--- src/rtl/bike_pkg.sv ---
// Shared types and constants for the bike computer arithmetic blocks.
package bike_pkg;

  localparam int DIV_WIDTH = 16;

  typedef enum logic [1:0] {
    IDLE,
    RUN,
    DONE
  } div_state_t;

  localparam logic CLIENT_CUR = 1'b0;
  localparam logic CLIENT_AVG = 1'b1;

  // Round-robin pick between two requesters: on a tie the client that was
  // not served last wins, otherwise whichever one is asking.
  function automatic logic rrPick(input logic want0, input logic want1,
                                  input logic lastServed);
    logic pick;
    pick = CLIENT_CUR;
    if (want0 && want1) begin
      pick = ~lastServed;
    end else if (want1) begin
      pick = CLIENT_AVG;
    end
    return pick;
  endfunction

endpackage

--- src/rtl/div_core.sv ---
// Single-client radix-2 restoring divider datapath: shifts the dividend out
// MSB-first, builds the quotient in the same register, one bit per step.
module div_core
  import bike_pkg::*;
#(
  parameter int WIDTH = DIV_WIDTH
) (
  input  logic             clk,
  input  logic             rst,
  input  logic             start_i,
  input  logic             step_i,
  input  logic [WIDTH-1:0] dividend_i,
  input  logic [WIDTH-1:0] divisor_i,
  output logic             last_o,
  output logic             divZero_o,
  output logic [WIDTH-1:0] quotNext_o,
  output logic [WIDTH-1:0] remNext_o
);

  localparam int CW = $clog2(WIDTH + 1);
  localparam logic [CW-1:0] CNT_LOAD = CW'(WIDTH);
  localparam logic [CW-1:0] CNT_ONE = CW'(1);

  logic [WIDTH-1:0] dvd_q;
  logic [WIDTH-1:0] dsr_q;
  logic [WIDTH-1:0] rem_q;
  logic [CW-1:0]    cnt_q;
  logic             divZero_q;

  logic [WIDTH:0]   trial;
  logic             geq;
  logic [WIDTH-1:0] dvd_d;
  logic [WIDTH-1:0] rem_d;

  // One restoring step. The shifted partial remainder is WIDTH+1 bits wide so
  // the compare against the divisor can never overflow; after a subtract the
  // result is always below the divisor, so the low WIDTH bits hold it exactly.
  always_comb begin
    trial = {rem_q, dvd_q[WIDTH-1]};
    geq   = (trial >= {1'b0, dsr_q});
    rem_d = trial[WIDTH-1:0];
    if (geq) begin
      rem_d = trial[WIDTH-1:0] - dsr_q;
    end
    dvd_d = {dvd_q[WIDTH-2:0], geq};
  end

  // Load operands on start, then advance one quotient bit per enabled step.
  always_ff @(posedge clk) begin
    if (rst) begin
      dvd_q     <= '0;
      dsr_q     <= '0;
      rem_q     <= '0;
      cnt_q     <= '0;
      divZero_q <= 1'b0;
    end else if (start_i) begin
      dvd_q     <= dividend_i;
      dsr_q     <= divisor_i;
      rem_q     <= '0;
      cnt_q     <= CNT_LOAD;
      divZero_q <= (divisor_i == '0);
    end else if (step_i && (cnt_q != '0)) begin
      dvd_q <= dvd_d;
      rem_q <= rem_d;
      cnt_q <= cnt_q - CNT_ONE;
    end
  end

  assign last_o     = (cnt_q == CNT_ONE);
  assign divZero_o  = divZero_q;
  assign quotNext_o = dvd_d;
  assign remNext_o  = rem_d;

endmodule

--- src/rtl/shared_divider.sv ---
// Two-client shared divider: pending-request capture, round-robin grant,
// and the busy/ready/select handshake around a single div_core.
module shared_divider
  import bike_pkg::*;
#(
  parameter int WIDTH = DIV_WIDTH
) (
  input  logic             clk,
  input  logic             rst,
  input  logic             req0,
  input  logic [WIDTH-1:0] dividend0,
  input  logic [WIDTH-1:0] divisor0,
  input  logic             req1,
  input  logic [WIDTH-1:0] dividend1,
  input  logic [WIDTH-1:0] divisor1,
  output logic             busy,
  output logic             ready,
  output logic [WIDTH-1:0] quotient,
  output logic [WIDTH-1:0] remainder,
  output logic             select
);

  div_state_t       state_q;
  logic             pend0_q;
  logic             pend1_q;
  logic             lastServed_q;
  logic             busy_q;
  logic             ready_q;
  logic [WIDTH-1:0] quot_q;
  logic [WIDTH-1:0] rem_q;
  logic             sel_q;

  logic             pend0_d;
  logic             pend1_d;
  logic             want0;
  logic             want1;
  logic             grantValid;
  logic             grantSel;
  logic [WIDTH-1:0] grantDividend;
  logic [WIDTH-1:0] grantDivisor;
  logic             coreStep;

  logic             coreLast;
  logic             coreDivZero;
  logic [WIDTH-1:0] coreQuot;
  logic [WIDTH-1:0] coreRem;

  // Merge live requests with pending bits, pick a winner while idle, and
  // clear only the granted client's pending bit so no request is lost.
  always_comb begin
    want0         = pend0_q | req0;
    want1         = pend1_q | req1;
    grantValid    = (state_q == IDLE) && (want0 || want1);
    grantSel      = rrPick(want0, want1, lastServed_q);
    pend0_d       = want0 & ~(grantValid & (grantSel == CLIENT_CUR));
    pend1_d       = want1 & ~(grantValid & (grantSel == CLIENT_AVG));
    grantDividend = (grantSel == CLIENT_AVG) ? dividend1 : dividend0;
    grantDivisor  = (grantSel == CLIENT_AVG) ? divisor1 : divisor0;
    coreStep      = (state_q == RUN);
  end

  div_core #(
    .WIDTH(WIDTH)
  ) u_core (
    .clk       (clk),
    .rst       (rst),
    .start_i   (grantValid),
    .step_i    (coreStep),
    .dividend_i(grantDividend),
    .divisor_i (grantDivisor),
    .last_o    (coreLast),
    .divZero_o (coreDivZero),
    .quotNext_o(coreQuot),
    .remNext_o (coreRem)
  );

  // Control FSM with registered handshake outputs; a divide by zero runs the
  // full length and forces an all-ones quotient (remainder is the dividend).
  always_ff @(posedge clk) begin
    if (rst) begin
      state_q      <= IDLE;
      pend0_q      <= 1'b0;
      pend1_q      <= 1'b0;
      lastServed_q <= CLIENT_AVG;
      busy_q       <= 1'b0;
      ready_q      <= 1'b0;
      quot_q       <= '0;
      rem_q        <= '0;
      sel_q        <= CLIENT_CUR;
    end else begin
      pend0_q <= pend0_d;
      pend1_q <= pend1_d;
      ready_q <= 1'b0;
      case (state_q)
        IDLE: begin
          if (grantValid) begin
            sel_q        <= grantSel;
            lastServed_q <= grantSel;
            busy_q       <= 1'b1;
            state_q      <= RUN;
          end
        end
        RUN: begin
          if (coreLast) begin
            quot_q  <= coreDivZero ? '1 : coreQuot;
            rem_q   <= coreRem;
            ready_q <= 1'b1;
            state_q <= DONE;
          end
        end
        DONE: begin
          busy_q  <= 1'b0;
          state_q <= IDLE;
        end
        default: begin
          busy_q  <= 1'b0;
          state_q <= IDLE;
        end
      endcase
    end
  end

  assign busy      = busy_q;
  assign ready     = ready_q;
  assign quotient  = quot_q;
  assign remainder = rem_q;
  assign select    = sel_q;

endmodule

--- config.mk ---
export PLATFORM = sky130hd
export DESIGN_NAME = shared_divider
export DESIGN_NICKNAME = d
export VERILOG_FILES = /design/src/rtl/bike_pkg.sv /design/src/rtl/div_core.sv /design/src/rtl/shared_divider.sv
export SDC_FILE = /design/constraint.sdc
export NUM_CORES = 1
export LEC_CHECK = 0
export ABC_AREA = 1
export CAP_MARGIN = 15
export CORE_UTILIZATION = 40
export DETAILED_ROUTE_END_ITERATION = 16
export SLEW_MARGIN = 40
export SYNTH_ARGS = -nofsm -noshare
export SYNTH_HDL_FRONTEND = slang
export SYNTH_SLANG_ARGS = --single-unit
--- constraint.sdc ---
create_clock -name clk -period 2.15 [get_ports clk]
set_clock_uncertainty 0.1 [all_clocks]
set_input_delay 0.645 -clock clk [delete_from_list [all_inputs] [get_ports clk]]
set_output_delay 0.645 -clock clk [all_outputs]
set_load 0.01 [all_outputs]
==> flow_metrics.tcl <==
set metrics [dict create \
    place_congestion 0.886 \
    die_x_um 116 \
    reg2reg_to "remainder[15]$_SDFFE_PP0P_" \
    comb_power_share_pct 52.6 \
    die_y_um 116 \
    drc 0 \
    power_density_nw_per_um2 1050 \
    place_area_um2 6760 \
    cts_tree "yes" \
    drv_cap 0 \
    synth_top_area_cell "dfxtp_1" \
    crit_top_cell "nand2_1" \
    p_sw_share_pct 41.9 \
    grt_max_degree 33 \
    critPathSlowestCell "dfxtp_1" \
    std_cell_rows 41 \
    synth_seq_cells 94 \
    clkSlewWorstSetupHoldPaths_ns 0.07 \
    worstRegToRegCells 14 \
    htree_levels 3 \
    die-area_um2 13600 \
    synth_top_area_share_pct 35.9 \
    initial_utilization_pct 41.3 \
    rsz0062_at_grt "yes" \
    syn_to_final_growth_pct 40.9 \
    final-setup-viol-count 0 \
    synthTopCellsByCount "nand2_1 (180), inv_1 (120), dfxtp_1 (94)" \
    syn_avg_cell_area_um2 6.69 \
    diodes 0 \
    grt_pass1_vias 4923 \
    rrSetupSlack_ns 0.12 \
    r2r_start "u_core.dsr_q[10]$_SDFFE_PP0P_" \
    worst_pin_slew_ns 0.550 \
    core_area_um2 12700 \
    async_reset_ff_share_pct 0 \
    grt_antenna_before_repair 0 \
    period_needed_ns 2.03 \
    maxSlewHeadroom_pct 63.3 \
    setup_tns_ns 0 \
    nets 1010 \
    cts_buffers 9 \
    cts-root-buf "clkbuf_16" \
    synth_edf_count 0 \
    synth_cells 783 \
    hold_path_class "reg -> reg" \
    io_pins 103 \
    overflow 0 \
    leakage_nw 3.40 \
    dr.pass1.iters 5 \
    power_frac_clock_pct 19.1 \
    crit_start "u_core.dsr_q[10]$_SDFFE_PP0P_" \
    synth_area_leaders "dfxtp_1 (36%), nand2_1 (13%), inv_1 (8.6%)" \
    hpwlAfterDp_um 11600 \
    hold_viol 0 \
    port_buffers 102 \
    drt_iter0_drc 347 \
    yosysMostFrequentCell "nand2_1" \
    wl_per_cell_um 13.8 \
    final_area_um2 7380 \
    worstSetupPathType "reg -> reg" \
    cp_cell_sequence "inv_1 > ha_4 > nand2_1 > nand2_1 > nand2_1 > nand2_1 > nor3b_4 > nor2_4 > buf_4 > buf_6 > nand3_1 > nand3_1 > nand2_1 > inv_1" \
    p_sw_mw 3.26 \
    cts.sinks 94 \
    drive_gt1_share_pct 17.4 \
    ys_seq_area_share_pct 35.9 \
    cp_max_fo 6 \
    synth_nets 871 \
    endpoint_kind "register" \
    report.final.slew_viol_count 0 \
    critPathArrivalTime_ns 2.18 \
    clockBufferDepth 2 \
    period_share_pct 94.5 \
    cp_slowest_stage_delay_ns 0.31 \
    clk_latency_ns 0.35 \
    fmax_ghz 0.492 \
    netlist_area_um2 5240 \
    ys_types 37 \
    critPathLaunchType "register" \
    ys_warn_count 0 \
    peakVddDrop_mv 0.511 \
    internal_power_mw 4.52 \
    totalWireLength_um 15100 \
    cp.required_ns 2.30 \
    grt_pass1_wl_um 23700 \
    fin_cells 1099 \
    seq_power_share_pct 28.3 \
    num_vias 5405 \
    status "finished clean" \
    endpoint "remainder[15]$_SDFFE_PP0P_" \
    dp.cells 1074 \
    viasPerCell 4.92 \
    synth-main-ff-cell "dfxtp_1" \
    utilization_pct 58.3 \
    ant_nets 0 \
    grt_usage_pct 22.7 \
]
==> layout make-up <==
type	count	area, µm²
Sequential cell	94	1890
Clock buffer	11	233
Clock inverter	5	33.8
Fill cell	1242	5290
Inverter	127	477
Multi-Input combinational cell	529	2990
Tap cell	172	215
Timing Repair Buffer	161	1540
==> critical path: cells and delay by family (launching register included) <==
kind | cells | cell delay [ns]
DFF | 1 | 0.31
buffers and inverters | 4 | 0.36
adders and majority gates | 1 | 0.30
and+or+nand+nor | 9 | 0.86
==> how the worst min path moves through the flow <==
stage	startpoint	endpoint	slack [ns]	cells after the start
after floorplan	u_core.divZero_o$_SDFFE_PP0P_	u_core.divZero_o$_SDFFE_PP0P_	0.33	2
after global placement	u_core.dvd_q[8]$_SDFFE_PP0P_	quotient[9]$_SDFFE_PP0P_	0.36	2
after detailed placement	lastServed_q$_SDFFE_PP1P_	lastServed_q$_SDFFE_PP1P_	0.35	2
after CTS	lastServed_q$_SDFFE_PP1P_	lastServed_q$_SDFFE_PP1P_	0.37	2
after global routing	lastServed_q$_SDFFE_PP1P_	lastServed_q$_SDFFE_PP1P_	0.40	2
final	lastServed_q$_SDFFE_PP1P_	lastServed_q$_SDFFE_PP1P_	0.36	2
==> power groups by stage <==
stage                     Combinational, mW  Clock (mW)  Sequential (mW)
after detailed placement               3.58           0             2.21
after floorplan                        2.46           0             2.17
after CTS                              3.60        1.51             2.17
after global routing                   4.55        1.57             2.23
after global placement                 3.53           0             2.20
final                                  4.10        1.48             2.20
==> metal layers <==
metal	GRT usage (%)	share of wire (%)	wire [µm]
met1	32.9	50	7550
met3	3.17	4.2	631
met5	0	0	0
met2	33.7	44	6610
met4	9.23	2.4	366
==> flip-flops by register name, indices dropped and copies added, names as in the netlist <==
signal and cells:
remainder 16, u_core.dsr_q 16, u_core.rem_q 16, ready 1, u_core.dvd_q 16, state_q 2
pend1_q 1, select 1, busy 1, lastServed_q 1, u_core.divZero_o 1, u_core.cnt_q 5
quotient 16, pend0_q 1
==> layout by cell type, fill, tap and decap left out, types with 3 or more instances in the layout <==
master and count:
nand2_1 171, inv_1 116, clkdlybuf4s50_1 102, dfxtp_1 87, nor2_1 83, nand3_1 81
buf_4 51, o21ai_0 45, nand2_2 22, a21oi_1 20, a31oi_1 15, o221a_2 14
ha_4 13, o22ai_1 12, clkbuf_16 9, inv_2 8, dfxtp_2 7, buf_12 6
nand3_2 5, nor3_1 5, nand4_1 4, xor2_1 4, ha_1 4, clkinv_1 3
mux2i_2 3, o21ai_1 3
==> stage by stage <==
| step | power, mW | worst slack (ns) | hold WS [ns] |
|---|---|---|---|
| after detailed placement | 5.78 | -0.306 | 0.348 |
| after floorplan | 4.62 | 0.264 | 0.327 |
| final | 7.78 | 0.118 | 0.365 |
| after CTS | 7.29 | 0.0465 | 0.366 |
| after global placement | 5.73 | -0.238 | 0.359 |
| after global routing | 8.35 | -0.0154 | 0.401 |
==> kinds of logic (layout without fill, tap and decap cells) <==
kind of cell               Yosys count  after routing  synth area share, %
AOI/OAI and AO/OA                  114            114                 13.4
xor gates and xnor gates             7              7                 1.17
adders and majority gates           20             20                 4.92
buffers and inverters              161            304                 12.4
DFF                                 94             94                 35.9
muxes                                4              4                0.764
and+or+nand+nor                    383            384                 31.5
==> timing repair <==
action / in CTS / in global routing
setup buffers: 0 / 7
setup endpoints to repair: 6 / 39
pin swaps: 1 / 7
cloned: 0 / 2
resized for setup: 3 / 59
hold buffers: 0 / 0
endpoints found under the hold margin: 0 / 0
Power figures use the tool's default switching activity.
